$ cat src/rtl/scv_memarb_if.sv
// ----------------------------------------------------------------------------
// scv_memarb_if
// Bus bundle between the shared-RAM arbiter and its environment.
//   ROMINIT_* : download write stream (VALID held until the READY pulse)
//   CPU_*     : CPU read/write port (REQ held until the ACK pulse)
//   VID_*     : video read port (REQ held until the ACK pulse)
//   MEM_*     : single-port synchronous RAM, 1-cycle read latency
//   DL_ACTIVE : download in progress, blocks CPU/VID grants
// slave  : the arbiter side
// master : requesters + RAM side
// ----------------------------------------------------------------------------
interface scv_memarb_if #(
    parameter int AW = 18,
    parameter int DW = 8
);
    logic          DL_ACTIVE;
    logic          ROMINIT_SEL_BOOT;
    logic          ROMINIT_SEL_CHR;
    logic          ROMINIT_SEL_CART;
    logic [16:0]   ROMINIT_ADDR;
    logic [DW-1:0] ROMINIT_DATA;
    logic          ROMINIT_VALID;
    logic          ROMINIT_READY;
    logic          CPU_REQ;
    logic          CPU_WE;
    logic [AW-1:0] CPU_ADDR;
    logic [DW-1:0] CPU_DIN;
    logic          CPU_ACK;
    logic [DW-1:0] CPU_DOUT;
    logic          VID_REQ;
    logic [AW-1:0] VID_ADDR;
    logic          VID_ACK;
    logic [DW-1:0] VID_DOUT;
    logic          MEM_CE;
    logic          MEM_WE;
    logic [AW-1:0] MEM_ADDR;
    logic [DW-1:0] MEM_DIN;
    logic [DW-1:0] MEM_DOUT;

    modport slave (
        input  DL_ACTIVE, ROMINIT_SEL_BOOT, ROMINIT_SEL_CHR, ROMINIT_SEL_CART,
               ROMINIT_ADDR, ROMINIT_DATA, ROMINIT_VALID,
               CPU_REQ, CPU_WE, CPU_ADDR, CPU_DIN, VID_REQ, VID_ADDR, MEM_DOUT,
        output ROMINIT_READY, CPU_ACK, CPU_DOUT, VID_ACK, VID_DOUT,
               MEM_CE, MEM_WE, MEM_ADDR, MEM_DIN
    );

    modport master (
        output DL_ACTIVE, ROMINIT_SEL_BOOT, ROMINIT_SEL_CHR, ROMINIT_SEL_CART,
               ROMINIT_ADDR, ROMINIT_DATA, ROMINIT_VALID,
               CPU_REQ, CPU_WE, CPU_ADDR, CPU_DIN, VID_REQ, VID_ADDR, MEM_DOUT,
        input  ROMINIT_READY, CPU_ACK, CPU_DOUT, VID_ACK, VID_DOUT,
               MEM_CE, MEM_WE, MEM_ADDR, MEM_DIN
    );
endinterface

$ cat src/rtl/scv_memarb.sv
// ----------------------------------------------------------------------------
// scv_memarb
// Arbiter/sequencer sharing one single-port RAM between the ROM download
// stream, the CPU and video fetch. Every requester-facing output is a flop.
//   CLK  : system clock
//   RESB : asynchronous active-low reset
//   bus  : scv_memarb_if.slave (requester ports + RAM port)
// Occupancy: writes IDLE->ACC (2 cycles), reads IDLE->ACC->RSP (3 cycles).
// ----------------------------------------------------------------------------
module scv_memarb #(
    parameter int            AW        = 18,
    parameter int            DW        = 8,
    parameter logic [AW-1:0] BOOT_BASE = AW'(18'h20000),
    parameter logic [AW-1:0] CHR_BASE  = AW'(18'h21000),
    parameter logic [AW-1:0] CART_BASE = AW'(18'h00000)
) (
    input  logic        CLK,
    input  logic        RESB,
    scv_memarb_if.slave bus
);
    typedef enum logic [1:0] {IDLE, ACC, RSP} state_e;
    typedef enum logic [1:0] {OWN_ROM, OWN_CPU, OWN_VID} own_e;

    state_e        state_q, state_d;
    own_e          own_q, own_d;
    logic          vid_last_q, vid_last_d;   // 1: VID had the last CPU/VID grant
    logic          mem_ce_q, mem_ce_d;
    logic          mem_we_q, mem_we_d;
    logic [AW-1:0] mem_addr_q, mem_addr_d;
    logic [DW-1:0] mem_din_q, mem_din_d;
    logic          rom_rdy_q, rom_rdy_d;
    logic          cpu_ack_q, cpu_ack_d;
    logic          vid_ack_q, vid_ack_d;
    logic [DW-1:0] cpu_dout_q, cpu_dout_d;
    logic [DW-1:0] vid_dout_q, vid_dout_d;

    // Download stream address decode, BOOT > CHR > CART.
    logic          rom_hit;
    logic [AW-1:0] rom_addr;
    always_comb begin
        rom_hit  = 1'b1;
        rom_addr = '0;
        if (bus.ROMINIT_SEL_BOOT)
            rom_addr = BOOT_BASE + AW'(bus.ROMINIT_ADDR[11:0]);
        else if (bus.ROMINIT_SEL_CHR)
            rom_addr = CHR_BASE + AW'(bus.ROMINIT_ADDR[11:0]);
        else if (bus.ROMINIT_SEL_CART)
            rom_addr = CART_BASE + AW'(bus.ROMINIT_ADDR);
        else
            rom_hit = 1'b0;
    end

    // A requester still seeing its completion pulse is treated as idle, so a
    // held REQ is not mistaken for a fresh request.
    logic rom_el, cpu_el, vid_el, cpu_wins;
    assign rom_el   = bus.ROMINIT_VALID & ~rom_rdy_q;
    assign cpu_el   = bus.CPU_REQ & ~cpu_ack_q & ~bus.DL_ACTIVE;
    assign vid_el   = bus.VID_REQ & ~vid_ack_q & ~bus.DL_ACTIVE;
    assign cpu_wins = cpu_el & (~vid_el | vid_last_q);

    always_comb begin
        state_d    = state_q;
        own_d      = own_q;
        vid_last_d = vid_last_q;
        mem_ce_d   = 1'b0;
        mem_we_d   = 1'b0;
        mem_addr_d = mem_addr_q;
        mem_din_d  = mem_din_q;
        rom_rdy_d  = 1'b0;
        cpu_ack_d  = 1'b0;
        vid_ack_d  = 1'b0;
        cpu_dout_d = cpu_dout_q;
        vid_dout_d = vid_dout_q;
        case (state_q)
            IDLE: begin
                if (rom_el) begin
                    // Unselected writes still walk through ACC and get READY,
                    // but never touch the RAM.
                    state_d   = ACC;
                    own_d     = OWN_ROM;
                    rom_rdy_d = 1'b1;
                    mem_ce_d  = rom_hit;
                    mem_we_d  = rom_hit;
                    if (rom_hit) begin
                        mem_addr_d = rom_addr;
                        mem_din_d  = bus.ROMINIT_DATA;
                    end
                end else if (cpu_wins) begin
                    state_d    = ACC;
                    own_d      = OWN_CPU;
                    vid_last_d = 1'b0;
                    mem_ce_d   = 1'b1;
                    mem_we_d   = bus.CPU_WE;
                    mem_addr_d = bus.CPU_ADDR;
                    cpu_ack_d  = bus.CPU_WE;
                    if (bus.CPU_WE)
                        mem_din_d = bus.CPU_DIN;
                end else if (vid_el) begin
                    state_d    = ACC;
                    own_d      = OWN_VID;
                    vid_last_d = 1'b1;
                    mem_ce_d   = 1'b1;
                    mem_addr_d = bus.VID_ADDR;
                end
            end
            ACC: begin
                state_d = (own_q == OWN_ROM || mem_we_q) ? IDLE : RSP;
            end
            RSP: begin
                state_d = IDLE;
                if (own_q == OWN_CPU) begin
                    cpu_dout_d = bus.MEM_DOUT;
                    cpu_ack_d  = 1'b1;
                end else begin
                    vid_dout_d = bus.MEM_DOUT;
                    vid_ack_d  = 1'b1;
                end
            end
            default: state_d = IDLE;
        endcase
    end

    always_ff @(posedge CLK or negedge RESB) begin
        if (!RESB) begin
            state_q    <= IDLE;
            own_q      <= OWN_ROM;
            vid_last_q <= 1'b1;
            mem_ce_q   <= 1'b0;
            mem_we_q   <= 1'b0;
            mem_addr_q <= '0;
            mem_din_q  <= '0;
            rom_rdy_q  <= 1'b0;
            cpu_ack_q  <= 1'b0;
            vid_ack_q  <= 1'b0;
            cpu_dout_q <= '0;
            vid_dout_q <= '0;
        end else begin
            state_q    <= state_d;
            own_q      <= own_d;
            vid_last_q <= vid_last_d;
            mem_ce_q   <= mem_ce_d;
            mem_we_q   <= mem_we_d;
            mem_addr_q <= mem_addr_d;
            mem_din_q  <= mem_din_d;
            rom_rdy_q  <= rom_rdy_d;
            cpu_ack_q  <= cpu_ack_d;
            vid_ack_q  <= vid_ack_d;
            cpu_dout_q <= cpu_dout_d;
            vid_dout_q <= vid_dout_d;
        end
    end

    assign bus.MEM_CE        = mem_ce_q;
    assign bus.MEM_WE        = mem_we_q;
    assign bus.MEM_ADDR      = mem_addr_q;
    assign bus.MEM_DIN       = mem_din_q;
    assign bus.ROMINIT_READY = rom_rdy_q;
    assign bus.CPU_ACK       = cpu_ack_q;
    assign bus.CPU_DOUT      = cpu_dout_q;
    assign bus.VID_ACK       = vid_ack_q;
    assign bus.VID_DOUT      = vid_dout_q;
endmodule

$ cat src/flat_wrapper.sv
// flat-port wrapper written by rule: the top's interface ports become plain ports
module scv_memarb_flat 
#(
    parameter int            AW        = 18,
    parameter int            DW        = 8,
    parameter logic [AW-1:0] BOOT_BASE = AW'(18'h20000),
    parameter logic [AW-1:0] CHR_BASE  = AW'(18'h21000),
    parameter logic [AW-1:0] CART_BASE = AW'(18'h00000)
)
  (CLK, RESB, bus_DL_ACTIVE, bus_ROMINIT_SEL_BOOT, bus_ROMINIT_SEL_CHR, bus_ROMINIT_SEL_CART, bus_ROMINIT_ADDR, bus_ROMINIT_DATA, bus_ROMINIT_VALID, bus_CPU_REQ, bus_CPU_WE, bus_CPU_ADDR, bus_CPU_DIN, bus_VID_REQ, bus_VID_ADDR, bus_MEM_DOUT, bus_ROMINIT_READY, bus_CPU_ACK, bus_CPU_DOUT, bus_VID_ACK, bus_VID_DOUT, bus_MEM_CE, bus_MEM_WE, bus_MEM_ADDR, bus_MEM_DIN);
  scv_memarb_if #(.AW(AW), .DW(DW)) bus_i ();
  input  logic CLK;
  input  logic RESB;
  input wire logic [$bits(bus_i.DL_ACTIVE)-1:0] bus_DL_ACTIVE;
  input wire logic [$bits(bus_i.ROMINIT_SEL_BOOT)-1:0] bus_ROMINIT_SEL_BOOT;
  input wire logic [$bits(bus_i.ROMINIT_SEL_CHR)-1:0] bus_ROMINIT_SEL_CHR;
  input wire logic [$bits(bus_i.ROMINIT_SEL_CART)-1:0] bus_ROMINIT_SEL_CART;
  input wire logic [$bits(bus_i.ROMINIT_ADDR)-1:0] bus_ROMINIT_ADDR;
  input wire logic [$bits(bus_i.ROMINIT_DATA)-1:0] bus_ROMINIT_DATA;
  input wire logic [$bits(bus_i.ROMINIT_VALID)-1:0] bus_ROMINIT_VALID;
  input wire logic [$bits(bus_i.CPU_REQ)-1:0] bus_CPU_REQ;
  input wire logic [$bits(bus_i.CPU_WE)-1:0] bus_CPU_WE;
  input wire logic [$bits(bus_i.CPU_ADDR)-1:0] bus_CPU_ADDR;
  input wire logic [$bits(bus_i.CPU_DIN)-1:0] bus_CPU_DIN;
  input wire logic [$bits(bus_i.VID_REQ)-1:0] bus_VID_REQ;
  input wire logic [$bits(bus_i.VID_ADDR)-1:0] bus_VID_ADDR;
  input wire logic [$bits(bus_i.MEM_DOUT)-1:0] bus_MEM_DOUT;
  output wire logic [$bits(bus_i.ROMINIT_READY)-1:0] bus_ROMINIT_READY;
  output wire logic [$bits(bus_i.CPU_ACK)-1:0] bus_CPU_ACK;
  output wire logic [$bits(bus_i.CPU_DOUT)-1:0] bus_CPU_DOUT;
  output wire logic [$bits(bus_i.VID_ACK)-1:0] bus_VID_ACK;
  output wire logic [$bits(bus_i.VID_DOUT)-1:0] bus_VID_DOUT;
  output wire logic [$bits(bus_i.MEM_CE)-1:0] bus_MEM_CE;
  output wire logic [$bits(bus_i.MEM_WE)-1:0] bus_MEM_WE;
  output wire logic [$bits(bus_i.MEM_ADDR)-1:0] bus_MEM_ADDR;
  output wire logic [$bits(bus_i.MEM_DIN)-1:0] bus_MEM_DIN;
  assign bus_i.DL_ACTIVE = bus_DL_ACTIVE;
  assign bus_i.ROMINIT_SEL_BOOT = bus_ROMINIT_SEL_BOOT;
  assign bus_i.ROMINIT_SEL_CHR = bus_ROMINIT_SEL_CHR;
  assign bus_i.ROMINIT_SEL_CART = bus_ROMINIT_SEL_CART;
  assign bus_i.ROMINIT_ADDR = bus_ROMINIT_ADDR;
  assign bus_i.ROMINIT_DATA = bus_ROMINIT_DATA;
  assign bus_i.ROMINIT_VALID = bus_ROMINIT_VALID;
  assign bus_i.CPU_REQ = bus_CPU_REQ;
  assign bus_i.CPU_WE = bus_CPU_WE;
  assign bus_i.CPU_ADDR = bus_CPU_ADDR;
  assign bus_i.CPU_DIN = bus_CPU_DIN;
  assign bus_i.VID_REQ = bus_VID_REQ;
  assign bus_i.VID_ADDR = bus_VID_ADDR;
  assign bus_i.MEM_DOUT = bus_MEM_DOUT;
  assign bus_ROMINIT_READY = bus_i.ROMINIT_READY;
  assign bus_CPU_ACK = bus_i.CPU_ACK;
  assign bus_CPU_DOUT = bus_i.CPU_DOUT;
  assign bus_VID_ACK = bus_i.VID_ACK;
  assign bus_VID_DOUT = bus_i.VID_DOUT;
  assign bus_MEM_CE = bus_i.MEM_CE;
  assign bus_MEM_WE = bus_i.MEM_WE;
  assign bus_MEM_ADDR = bus_i.MEM_ADDR;
  assign bus_MEM_DIN = bus_i.MEM_DIN;
  scv_memarb #(.AW(AW), .DW(DW), .BOOT_BASE(BOOT_BASE), .CHR_BASE(CHR_BASE), .CART_BASE(CART_BASE)) u_core (.CLK(CLK), .RESB(RESB), .bus(bus_i));
endmodule
$ cat config.mk
export PLATFORM = sky130hd
export DESIGN_NAME = scv_memarb_flat
export DESIGN_NICKNAME = d
export VERILOG_FILES = /design/src/rtl/scv_memarb_if.sv /design/src/rtl/scv_memarb.sv /design/src/flat_wrapper.sv
export SDC_FILE = /design/constraint.sdc
export NUM_CORES = 1
export LEC_CHECK = 0
export ABC_AREA = 0
export CAP_MARGIN = 10
export CORE_ASPECT_RATIO = 1.2
export CORE_UTILIZATION = 42
export CTS_BUF_LIST = sky130_fd_sc_hd__clkbuf_4 sky130_fd_sc_hd__clkbuf_8
export DETAILED_ROUTE_END_ITERATION = 8
export PLACE_DENSITY_LB_ADDON = 0.25
export SLEW_MARGIN = 20
export SYNTH_ARGS = -nofsm -noshare
export SYNTH_HDL_FRONTEND = slang
export SYNTH_SLANG_ARGS = --single-unit
$ cat constraint.sdc
create_clock -name CLK -period 2 [get_ports CLK]
set_input_delay 0.3 -clock CLK [delete_from_list [all_inputs] [get_ports CLK]]
set_output_delay 0.3 -clock CLK [all_outputs]
set_load 0.02 [all_outputs]
==> metrics.cfg, run 1 <==
[detailed_routing]
viasPerCell = 4.95
wirelength_met1_mm = 2.81
top_layer = met4
wl_met2_mm = 3.64
drtIter0Drc = 102
ant_nets = 0
drc = 0
vias = 2426
wl_per_cell_um = 14.4
wl_mm = 7.06
routed-wl-met3_um = 467
dr.pass1.iters = 4

[power]
p_per_area_nw_per_um2 = 1330
irDropWorstVdd_uv = 734
p_total_mw = 5.87
power.leakage_nw = 1.93

[placement]
portBuffers = 133
gp_congestion = 0.733
hpwl_mm = 5.54
place_area_um2 = 4310

[grt]
overflow = 0
grt_pass1_wl_mm = 11.4
antenna_found_initial = 0
grt_pass1_vias = 2451
grt_max_degree = 26
track_usage = 0.207

[layout]
num-nets-final = 491
final_common_cell = clkdlybuf4s50_1
final_cell_mix = 132 x clkdlybuf4s50_1, 57 x nand2_1, 51 x dfrtp_1, 29 x mux2_2, 20 x buf_4
final_area_um2 = 4410
diodes = 0
synthToLayoutAreaGrowth_pct = 58.3
drive_gt1_frac = 0.217

[clocking]
cts_resized = 0
h-tree-depth = 2
clock_sinks = 52
cts_made_buffers = 5
clock_latency_ns = 0.31
cts_hold_buf = 1
post_cts_buffers = 0
cts-root-buf = clkbuf_8
clock_path_buffers = 2
clkSlewWorstSetupHoldPaths_ns = 0.10
cts_tree = built

[die]
fp.dieW_um = 76.4
ios = 134
fp-row-count = 32
dieArea_um2 = 6970
core_um2 = 6410
die_h_um = 91.2
start_util = 0.435

[sta]
max_clock_freq_mhz = 578
slew_violations = 0
fin_skew_ns = 0.00805
grt_setup_unrepaired = no
post-route-period-util = 0.865
period_minus_slack_ns = 1.73
tightest_slew_ns = 0.578
hold_viol_final = 0
finalSetupViolations = 0
max-slew-margin-rel = 0.614

[flow_run]
max_cap_violations = 0

[worst_setup_path]
required_ns = 2.19
crit_path_max_fanout = 9
endpoint_kind = register
critPathKind = input port to register
cp.arrival_ns = 1.92
start_kind = input port

[synth]
synth-seq-area-share = 0.467
ys_seq_elements = 52
avgSynthCellArea_um2 = 10.8
synthFlopType = dfrtp_1
ys_types = 38
netlist_instances = 258
async_flop_share = 1.00
synth_fp_nets = 345
synth_area_um2 = 2790
ys_warn_count = 0
synth_edf_count = 0

[status]
status = completed

[min_path]
min_path_type = register to register

synthesized netlist by cell type (2+ instances only):
| master | instances | share of area |
|---|---|---|
| or2_1 | 2 | 0.0045 |
| mux2_4 | 8 | 0.043 |
| a32oi_2 | 10 | 0.058 |
| buf_6 | 5 | 0.020 |
| a32oi_1 | 6 | 0.019 |
| nor2_1 | 7 | 0.0094 |
| mux2_2 | 29 | 0.12 |
| a32o_1 | 2 | 0.0072 |
| clkbuf_1 | 2 | 0.0027 |
| nand2_1 | 57 | 0.077 |
| nor3_1 | 2 | 0.0036 |
| inv_1 | 19 | 0.026 |
| buf_2 | 10 | 0.018 |
| a31oi_1 | 4 | 0.0090 |
| o21ai_0 | 2 | 0.0036 |
| a21oi_1 | 16 | 0.029 |
| mux2_1 | 4 | 0.016 |
| dfrtp_1 | 51 | 0.46 |
| nand2b_1 | 3 | 0.0067 |
sequential cells by signal (all words and copies together) (netlist names), 2 cells and up:
register             cells
u_core.bus.CPU_DOUT      8
u_core.bus.MEM_ADDR     18
u_core.bus.MEM_DIN       8
u_core.bus.VID_DOUT      8
u_core.own_q             2
u_core.state_q           2
per-layer routing:
metal | global-route usage | vias to the layer above
met5 | 0 | -
met4 | 0.0705 | 0
met3 | 0.0533 | 13
met2 | 0.376 | 92
met1 | 0.231 | 1143
li1 | - | 1178
report_power, final:
group	total [mW]	switching [mW]	internal, mW	leakage [nW]
combinational	3.43	1.63	1.79	1.25
sequential	1.81	0.275	1.54	0.631
clock	0.629	0.374	0.256	0.0452
total	5.87	2.28	3.59	1.93
cell families after synthesis:
family          synth area share
flops                      0.467
buf+inv                   0.0692
mux                        0.180
simple gates               0.137
compound gates             0.146
worst paths after layout:
path / startpoint / endpoint / slack [ns] / cells past startpoint
max: bus_ROMINIT_VALID / u_core.bus.MEM_DIN[1] / 0.27 / 7
min: u_core.bus.MEM_WE / u_core.state_q[1] / 0.45 / 1
max reg2reg: u_core.vid_last_q / u_core.bus.MEM_ADDR[17] / 0.30 / 5
min reg2reg: u_core.bus.MEM_WE / u_core.state_q[1] / 0.45 / 1
max in group asynchronous: RESB / u_core.vid_last_q / 0.80 / 3
min in group asynchronous: RESB / u_core.bus.MEM_ADDR[4] / 0.52 / 2
final cells by class:
cell class | count | area [um^2]
clock buffers | 5 | 68.8
clock inverters | 3 | 25.0
fillers | 530 | 1990
inverters | 19 | 71.3
multi-input cells | 169 | 1290
flip-flops and latches | 52 | 1300
well taps | 85 | 106
repair buffers | 157 | 1550
through the flow:
| stage | cells | hold WS [ns] | setup slack, ns | util | TNS [ns] |
|---|---|---|---|---|---|
| after global routing | 490 | 0.465 | 0.191 | 0.689 | 0 |
| after floorplan | 258 | 0.00441 | 0.320 | - | 0 |
| final | 490 | 0.450 | 0.270 | 0.689 | 0 |
| after detailed placement | 481 | 0.331 | -0.0405 | 0.672 | -0.310 |
| after global placement | 481 | 0.321 | -0.0232 | 0.672 | -0.175 |
| after CTS | 490 | 0.454 | 0.278 | 0.689 | 0 |
worst max-delay path, stage by stage:
cell and delay (ns):
clkdlybuf4s50_1 0.50, nor2b_2 0.20, buf_12 0.14, nor2_8 0.04
a32o_1 0.29, buf_12 0.16, mux2_4 0.29
Note: power is estimated with default switching activity, not from simulation.
==> run 2, diff against run 1 <==
Clock period 2 ns to 1.87 ns, I/O delays scaled along.
==> run 2 against run 1 <==
Register-to-register slack got worse by 0.15 ns. First-iteration DRC count decreased by 31%. Non-clock buffer count up 5. Wire length rose by 4.6%. Die area is the same. Clock skew is 0.0016 ns higher. Sequential share of layout area is 0.32 points lower. Via count up 0.33%. Critical path depth down 2. Total power up 7.4%. Cell count grew 1.0%. Sequential power is 7% higher. Critical endpoint is now u_core.bus.MEM_ADDR[17]. Largest cell class unchanged.
==> metrics.cfg, run 2 (synthesized netlist as in run 1, its figures left out) <==
[worst_setup_path]
endpoint = u_core.bus.MEM_ADDR[17]
crit_path_max_fanout = 12  ; +3
cp.arrival_ns = 1.94  ; +0.02 ns
critPathKind = register to register
required_ns = 2.09  ; -0.10 ns
r2r_slack_ns = 0.15  ; -0.15 ns
rr_startpoint = u_core.vid_last_q
crit_start = u_core.vid_last_q
start_kind = register
r2r_cells = 5  ; unchanged
endpoint_kind = register
reg2reg_to = u_core.bus.MEM_ADDR[17]

[placement]
gp_congestion = 0.738  ; +0.74%
place_area_um2 = 4360  ; +1.2%
dp.cells = 486  ; +1.0%
portBuffers = 133  ; unchanged
pre_cts_slack_ns = -0.139  ; -0.0980 ns
hpwl_mm = 5.51  ; -0.54%

[clocking]
cts_resized = 0  ; unchanged
cts_tree = built
clock_sinks = 52  ; unchanged
clkSlewWorstSetupHoldPaths_ns = 0.10  ; about the same
h-tree-depth = 2  ; unchanged
clock_path_buffers = 2  ; unchanged
clock_latency_ns = 0.31  ; about the same
cts_made_buffers = 5  ; unchanged
cts-root-buf = clkbuf_8

[sta]
finalSetupViolations = 0  ; unchanged
tightest_slew_ns = 0.572  ; -0.00604 ns
grt_setup_unrepaired = no
post-route-period-util = 0.922
final.setup.worst_slack_ns = 0.146  ; -0.124 ns
max_clock_freq_mhz = 580
max-slew-margin-rel = 0.614  ; about the same
slew_violations = 0  ; unchanged
fin_skew_ns = 0.00968  ; +0.00162 ns
hold_viol_final = 0  ; unchanged
period_minus_slack_ns = 1.72

[grt]
grt_max_degree = 53  ; +100%
antenna_found_initial = 0  ; unchanged
overflow = 0  ; unchanged
track_usage = 0.219  ; +0.0120
grt_pass1_wl_mm = 12.1  ; +6.1%
grt_pass1_vias = 2549  ; +4.0%

[min_path]
min_path_type = register to register
min_path_cells = 1  ; unchanged

[power]
power.leakage_nw = 1.95  ; +1.2%
irDropWorstVdd_uv = 911  ; +24%
p_per_area_nw_per_um2 = 1410  ; +6.2%
p_total_mw = 6.30  ; +7.4%

[detailed_routing]
wl_mm = 7.38  ; +4.6%
ant_nets = 0  ; unchanged
dr.pass1.iters = 4  ; unchanged
drtIter0Drc = 70  ; -31%
drc = 0  ; unchanged
vias = 2434  ; +0.33%
viasPerCell = 4.92  ; -0.68%
wl_per_cell_um = 14.9  ; +3.5%

[die]
ios = 134  ; unchanged
die_h_um = 91.2  ; unchanged
fp-row-count = 32  ; unchanged
core_um2 = 6410  ; unchanged
dieArea_um2 = 6970  ; unchanged
start_util = 0.435  ; unchanged
fp.dieW_um = 76.4  ; unchanged

[layout]
final_common_cell = clkdlybuf4s50_1
largest_reg_flops = 18  ; unchanged
final_cell_mix = 132 x clkdlybuf4s50_1, 57 x nand2_1, 51 x dfrtp_1, 29 x mux2_2, 24 x buf_4
synthToLayoutAreaGrowth_pct = 60.1
nFillCells = 514  ; -3.0%
drive_gt1_frac = 0.227  ; +0.00955
final_cells = 495  ; +1.0%
final_area_um2 = 4460  ; +1.1%
num-nets-final = 496  ; +1.0%
diodes = 0  ; unchanged

[status]
status = completed

[flow_run]
max_cap_violations = 0  ; unchanged

run 2: power by group:
part | total (mW) | switching, mW | internal, mW
Clock | 0.659 | 0.393 | 0.266
Combinational | 3.71 | 1.77 | 1.94
Sequential | 1.93 | 0.287 | 1.64
Total | 6.30 | 2.45 | 3.85
run 2: timing repair:
item / in CTS / in global routing
hold buffers: 1 / 0
hold endpoints to repair: 51 / 0
setup buffers: 0 / 0
run 2: metrics by stage:
stage	hold WS, ns	TNS [ns]	utilization
floorplan	-0.0151	0	-
global placement	0.291	-2.34	0.680
detailed placement	0.294	-2.58	0.680
CTS	0.449	0	0.696
global route	0.476	0	0.696
finish	0.442	0	0.696
run 2: final cells by class:
type | instances | area, um^2 | share of cell area
clock buffers | 5 | 68.8 | 0.0154
clock inverters | 3 | 23.8 | 0.00533
inverters | 19 | 71.3 | 0.0160
multi-input cells | 169 | 1290 | 0.289
flip-flops and latches | 52 | 1300 | 0.292
well taps | 85 | 106 | 0.0238
repair buffers | 162 | 1600 | 0.358
run 2: worst min-delay path by stage:
stage | startpoint | endpoint | slack, ns
2_1_floorplan | RESB | u_core.bus.CPU_ACK | -0.02
3_3_place_gp | RESB | u_core.bus.MEM_ADDR[7] | 0.29
3_5_place_dp | RESB | u_core.bus.MEM_ADDR[7] | 0.29
4_1_cts | u_core.bus.MEM_WE | u_core.state_q[1] | 0.45
5_1_grt | u_core.bus.MEM_WE | u_core.state_q[1] | 0.48
6_report | u_core.bus.MEM_WE | u_core.state_q[1] | 0.44
run 2: routing by layer:
layer / global-route usage / routed length [um]
met4: 0.0657 / 116
met3: 0.0503 / 438
met2: 0.387 / 3820
met5: 0 / 0
met1: 0.261 / 3010
run 2: critical path: stages, from the launching register on:
cell     delay (ns)
dfstp_2        0.56
nor3b_2        0.06
nor3_4         0.21
buf_4          0.25
mux2_2         0.35
o32ai_1        0.21
==> run 3, diff against run 2 <==
Settings changed: CTS_CLUSTER_SIZE set to 12, TNS_END_PERCENT set to 10.
==> results of run 3 <==
Same layout as run 2: the final DEF is identical, and so are final timing and power.
